**config.mk**
```make
export PLATFORM = sky130hd
export DESIGN_NAME = bus_arbiter_flat
export DESIGN_NICKNAME = d
export VERILOG_FILES = /design/src/rtl/bus_arbiter_if.sv /design/src/rtl/bus_arbiter.sv /design/src/flat_wrapper.sv
export SDC_FILE = /design/constraint.sdc
export NUM_CORES = 1
export LEC_CHECK = 0
export ABC_AREA = 1
export CAP_MARGIN = 5
export CORE_AREA = 2 2 46 48
export CTS_BUF_LIST = sky130_fd_sc_hd__clkbuf_4 sky130_fd_sc_hd__clkbuf_8
export DETAILED_ROUTE_END_ITERATION = 8
export DIE_AREA = 0 0 48 50
export HOLD_SLACK_MARGIN = 0.08
export PLACE_DENSITY_LB_ADDON = 0.25
export SYNTH_ARGS = -nofsm -noshare
export SYNTH_HDL_FRONTEND = slang
export SYNTH_SLANG_ARGS = --single-unit
```
**constraint.sdc**
```tcl
create_clock -name clock -period 1.65 [get_ports clock]
set_input_delay 0.33 -clock clock [delete_from_list [all_inputs] [get_ports clock]]
set_output_delay 0.33 -clock clock [all_outputs]
set_load 0.01 [all_outputs]
```
**src/rtl/bus_arbiter_if.sv**
```systemverilog
// Request/grant/strobe bundle shared by the bus masters and the arbiter.
// master: requester side; slave: arbiter side.
interface bus_arbiter_if #(
   parameter int NUM_MASTERS = 4
);
   localparam int IDW = $clog2(NUM_MASTERS);

   logic [NUM_MASTERS-1:0] request;
   logic [NUM_MASTERS-1:0] granted;
   logic [IDW-1:0]         grant_id;
   logic                   begin_transactionIN;
   logic                   end_transactionIN;
   logic                   errorIN;
   logic                   bus_idle;
   logic                   timeout;

   modport master (
      output request, begin_transactionIN, end_transactionIN, errorIN,
      input  granted, grant_id, bus_idle, timeout
   );

   modport slave (
      input  request, begin_transactionIN, end_transactionIN, errorIN,
      output granted, grant_id, bus_idle, timeout
   );
endinterface

```
**src/rtl/bus_arbiter.sv**
```systemverilog
// Round-robin bus arbiter with an IDLE/GRANT/BUSY/RELEASE handshake FSM.
// Define ARB_TIMEOUT_EN to add a watchdog that force-releases a stuck grant.
module bus_arbiter #(
   parameter int NUM_MASTERS    = 4,
   parameter int TIMEOUT_CYCLES = 1024
) (
   input logic          clock,
   input logic          reset,
   bus_arbiter_if.slave bus
);
   localparam int IDW = $clog2(NUM_MASTERS);

   if (NUM_MASTERS < 2 || NUM_MASTERS > 8 || TIMEOUT_CYCLES < 2) begin : g_cfg_check
      $error("bus_arbiter: parameter out of range");
   end

   typedef enum logic [1:0] {IDLE, GRANT, BUSY, RELEASE} state_t;

   state_t                 state_q, state_d;
   logic [NUM_MASTERS-1:0] granted_q, granted_d;
   logic [IDW-1:0]         grant_id_q, grant_id_d;
   logic [IDW-1:0]         rr_ptr_q, rr_ptr_d;
   logic                   timeout_q, timeout_d;
   logic [IDW-1:0]         winner;
   logic [IDW-1:0]         cand;
   logic                   found;
   logic                   expired;

`ifdef ARB_TIMEOUT_EN
   localparam int WDW = $clog2(TIMEOUT_CYCLES);
   logic [WDW-1:0] wd_cnt_q, wd_cnt_d;

   assign expired = (wd_cnt_q == WDW'(TIMEOUT_CYCLES - 1));

   // Cleared while idle so it starts from zero on entry to GRANT.
   always_comb begin
      wd_cnt_d = wd_cnt_q;
      if (state_q == IDLE) begin
         wd_cnt_d = '0;
      end else if (state_q == GRANT || state_q == BUSY) begin
         wd_cnt_d = wd_cnt_q + 1'b1;
      end
   end

   always_ff @(posedge clock) begin
      if (reset) begin
         wd_cnt_q <= '0;
      end else begin
         wd_cnt_q <= wd_cnt_d;
      end
   end
`else
   assign expired = 1'b0;
`endif

   // First requester at or after rr_ptr, wrapping past the top index.
   always_comb begin
      int idx;
      winner = rr_ptr_q;
      cand   = rr_ptr_q;
      found  = 1'b0;
      idx    = 0;
      for (int i = 0; i < NUM_MASTERS; i++) begin
         idx = int'(rr_ptr_q) + i;
         if (idx >= NUM_MASTERS) begin
            idx = idx - NUM_MASTERS;
         end
         cand = IDW'(idx);
         if (!found && bus.request[cand]) begin
            found  = 1'b1;
            winner = cand;
         end
      end
   end

   always_comb begin
      state_d    = state_q;
      granted_d  = granted_q;
      grant_id_d = grant_id_q;
      rr_ptr_d   = rr_ptr_q;
      timeout_d  = 1'b0;
      unique case (state_q)
         IDLE: begin
            if (found) begin
               state_d    = GRANT;
               granted_d  = NUM_MASTERS'(1) << winner;
               grant_id_d = winner;
            end
         end
         GRANT: begin
            // A completed or abandoned grant beats a watchdog expiry in the same cycle.
            if (bus.begin_transactionIN && bus.end_transactionIN) begin
               state_d = RELEASE;
            end else if (!bus.begin_transactionIN && !bus.request[grant_id_q]) begin
               state_d = RELEASE;
            end else if (expired) begin
               state_d   = RELEASE;
               timeout_d = 1'b1;
            end else if (bus.begin_transactionIN) begin
               state_d = BUSY;
            end
         end
         BUSY: begin
            if (bus.end_transactionIN || bus.errorIN) begin
               state_d = RELEASE;
            end else if (expired) begin
               state_d   = RELEASE;
               timeout_d = 1'b1;
            end
         end
         RELEASE: begin
            state_d  = IDLE;
            rr_ptr_d = (grant_id_q == IDW'(NUM_MASTERS - 1)) ? '0 : grant_id_q + 1'b1;
         end
         default: state_d = IDLE;
      endcase
      if (state_d == RELEASE) begin
         granted_d = '0;
      end
   end

   always_ff @(posedge clock) begin
      if (reset) begin
         state_q    <= IDLE;
         granted_q  <= '0;
         grant_id_q <= '0;
         rr_ptr_q   <= '0;
         timeout_q  <= 1'b0;
      end else begin
         state_q    <= state_d;
         granted_q  <= granted_d;
         grant_id_q <= grant_id_d;
         rr_ptr_q   <= rr_ptr_d;
         timeout_q  <= timeout_d;
      end
   end

   assign bus.granted  = granted_q;
   assign bus.grant_id = grant_id_q;
   assign bus.bus_idle = (state_q == IDLE);
   assign bus.timeout  = timeout_q;
endmodule

```
**src/flat_wrapper.sv**
```systemverilog
// flat-port wrapper written by rule: the top's interface ports become plain ports
module bus_arbiter_flat 
#(
   parameter int NUM_MASTERS    = 4,
   parameter int TIMEOUT_CYCLES = 1024
)
  (clock, reset, bus_request, bus_begin_transactionIN, bus_end_transactionIN, bus_errorIN, bus_granted, bus_grant_id, bus_bus_idle, bus_timeout);
  bus_arbiter_if #(.NUM_MASTERS(NUM_MASTERS)) bus_i ();
  input logic clock;
  input logic reset;
  input wire logic [$bits(bus_i.request)-1:0] bus_request;
  input wire logic [$bits(bus_i.begin_transactionIN)-1:0] bus_begin_transactionIN;
  input wire logic [$bits(bus_i.end_transactionIN)-1:0] bus_end_transactionIN;
  input wire logic [$bits(bus_i.errorIN)-1:0] bus_errorIN;
  output wire logic [$bits(bus_i.granted)-1:0] bus_granted;
  output wire logic [$bits(bus_i.grant_id)-1:0] bus_grant_id;
  output wire logic [$bits(bus_i.bus_idle)-1:0] bus_bus_idle;
  output wire logic [$bits(bus_i.timeout)-1:0] bus_timeout;
  assign bus_i.request = bus_request;
  assign bus_i.begin_transactionIN = bus_begin_transactionIN;
  assign bus_i.end_transactionIN = bus_end_transactionIN;
  assign bus_i.errorIN = bus_errorIN;
  assign bus_granted = bus_i.granted;
  assign bus_grant_id = bus_i.grant_id;
  assign bus_bus_idle = bus_i.bus_idle;
  assign bus_timeout = bus_i.timeout;
  bus_arbiter #(.NUM_MASTERS(NUM_MASTERS), .TIMEOUT_CYCLES(TIMEOUT_CYCLES)) u_core (.clock(clock), .reset(reset), .bus(bus_i));
endmodule
```
==> summary.txt <==
Floorplan
  – Die area: 2400 µm²
  – Row Count: 16
  – I/O Pins: 17
  – Core area: 1900 µm²
  – Initial core utilization: 0.441
  – DIE HEIGHT: 50 µm
  – Chip Width: 48 µm

Global route
  – Global-route met3 utilization: 0.0256
  – Global-route wire length before repair: 3530 µm
  – Top Usage Layer GRT: met2
  – Antenna violations before repair: 0
  – Met1 usage: 0.248
  – Total Routing Usage GR: 0.201
  – Vias in the first global route: 893
  – Overflow after GRT: 0
  – Largest net degree at the start of global routing: 13
  – Met2 Use GR: 0.342

Logic synthesis
  – Cell Area, Synth: 840 µm²
  – Leading area contributor after synthesis: dfxtp_1
  – Yosys warns: 0
  – Ranking of synthesized cells by area: dfxtp_1 (24%), nand2_1 (24%), a21oi_1 (6.0%), nand3_1 (6.0%), inv_1 (5.4%)
  – Seq/Total Area, Yosys: 0.238
  – Post-synth ARST share: 0
  – Area fraction of the dominant cell type after synthesis: 0.238
  – Cells after synthesis: 138
  – Syn_area_per_cell: 6.08 µm²
  – Most common cell in the synthesized netlist: nand2_1
  – Yosys reg bits: 10
  – Main flop type after synthesis: dfxtp_1
  – Synthesized net count: 148
  – Yosys cell types: 21
  – Post-synth EDFFs: 0
  – Post-synth top cells: nand2_1 (53), inv_1 (12)

Timing
  – Tcrit/Tclk final: 0.999
  – Max-slew violations: 0
  – Final Hold Vio Count: 0
  – Period minus WS final: 1.65 ns
  – Hold Worst Slack: 0.487 ns
  – Worst setup margin: 0.00235 ns
  – RSZ-0062 raised after global routing: yes
  – Finish-stage setup viols: 0
  – Final setup skew: 0.000895 ns
  – Achievable Freq: 607 MHz

Routing
  – # DRC: 0
  – Routed WL: 2410 µm
  – Vias: 980
  – Drt initial violations: 18
  – Drt pass-1 iters: 4
  – WL/cell: 12.3 µm
  – Routed Antenna Nets: 0
  – Vias per inst: 5.03

Placed design
  – Port Buffers: 15
  – DP Area: 1090 µm²
  – DP Wirelength: 1600 µm
  – Worst slack at placement: -0.348 ns
  – Gp weighted congestion: 0.887

Worst hold path
  – Worst min path class: flop to flop

Clock tree
  – Clock root buffer: clkbuf_4
  – CTS Hold Bufs: 0
  – H-tree depth: 1
  – Clock Pin Slew Worst Setup and Hold Paths: 0.06 ns
  – TritonCTS Buffers: 3
  – Clock Tree Buf Depth: 2
  – CTS tree: done
  – CTS Sinks: 10
  – Worst skew pair latency: 0.27 ns

Cells and area
  – Layout cells sized above 1: 0.357
  – Register area: 209 µm²
  – Layout area overhead: 48.6%
  – Area occupied by multi-input gates: 643 µm²
  – Nets@finish: 180
  – Fill cell count: 170
  – Design Area, Final: 1250 µm²
  – Antenna diodes: 0

Setup path
  – CP required: 1.85 ns
  – Crit Path Class: flop to flop
  – Crit Path Max Fanout: 7
  – WP data arrival: 1.85 ns
  – Startpoint types: flop
  – Worst Setup End Kind: flop

Power
  – VDD IR max: 672 µV
  – Pwr dens: 1050 nW/µm²
  – LEAKAGE: 0.000610 µW

Outcome
  – Status: completed

Job
  – Max-cap violations: 0
[placed cells by master (no fill, tap or decap)]
master / n
nand3_1: 8
dfxtp_2: 1
conb_1: 1
dfxtp_1: 7
ha_1: 1
a211oi_1: 1
clkbuf_4: 3
nand3_2: 4
nand4_1: 3
inv_1: 11
a21oi_1: 6
inv_4: 1
a21oi_2: 4
o21ai_0: 7
nor2_8: 1
dlymetal6s2s_1: 1
inv_6: 1
clkdlybuf4s50_1: 10
inv_2: 2
nand2_2: 15
buf_6: 2
nor2_1: 10
nor2_2: 1
nand2_8: 1
dfxtp_4: 2
o21ai_4: 2
buf_4: 14
nand2_4: 6
nand2_1: 38
dlygate4sd2_1: 4
[routing by layer]
metal  routed length (µm)  part of all wire
met3                   47             0.020
met1                  988              0.41
met4                   55             0.023
met2                 1310              0.55
met5                    0                 0
[worst max-delay path, cell delays in order (launching register included)]
cell,delay (ns)
dfxtp_4,0.37
buf_6,0.13
nand2_4,0.07
nand2_8,0.07
nand2_4,0.07
nand2_4,0.08
nor2_8,0.14
nand2_4,0.06
o21ai_4,0.23
buf_4,0.16
nand2_1,0.06
a21oi_2,0.13
[registers in the layout, indices dropped and copies added (netlist names)]
register / flops
u_core.bus.granted: 4
u_core.bus.grant_id: 2
u_core.state_q: 2
u_core.rr_ptr_q: 2
[logic make-up after synthesis]
family	Yosys count	share of synthesized area
other cells	1	0.00447
simple gates	87	0.483
buf+inv	19	0.110
compound gates	20	0.149
fa+ha+maj	1	0.0149
flops	10	0.238
[final cells by class]
cell class,instances,area share
multi-input cells,109,0.516
inverters,15,0.0512
flip-flops and latches,10,0.168
well taps,27,0.0271
clock buffers,3,0.0181
repair buffers,31,0.221
[final timing paths]
path	startpoint	to	slack, ns	cells after the start
min reg2reg	u_core.bus.granted[3]	u_core.bus.granted[3]	0.49	2
max	u_core.rr_ptr_q[0]	u_core.bus.granted[3]	0.002	11
min	u_core.bus.granted[3]	u_core.bus.granted[3]	0.49	2
max reg2reg	u_core.rr_ptr_q[0]	u_core.bus.granted[3]	0.002	11
[stage by stage]
stage | total power, µW | instances | utilization | setup TNS [ns]
floorplan | 762 | 138 | - | 0
global placement | 1000 | 189 | 0.572 | -2.37
detailed placement | 1010 | 189 | 0.572 | -2.39
CTS | 1200 | 192 | 0.589 | -0.00945
global route | 1400 | 195 | 0.656 | -0.479
finish | 1300 | 195 | 0.656 | 0
[timing repair]
| action | 4_1_cts | 5_1_grt |
|---|---|---|
| gates resized for setup | 10 | 33 |
| pin swaps | 6 | 12 |
| endpoints found under the setup margin | 6 | 9 |
| gates cloned | 0 | 1 |
| setup buffers | 0 | 2 |
[report_power, final]
group          switching (µW)  internal (µW)
sequential               54.7            295
combinational             441            344
clock                    83.9           84.4
Note: power is estimated with default switching activity, not from simulation.
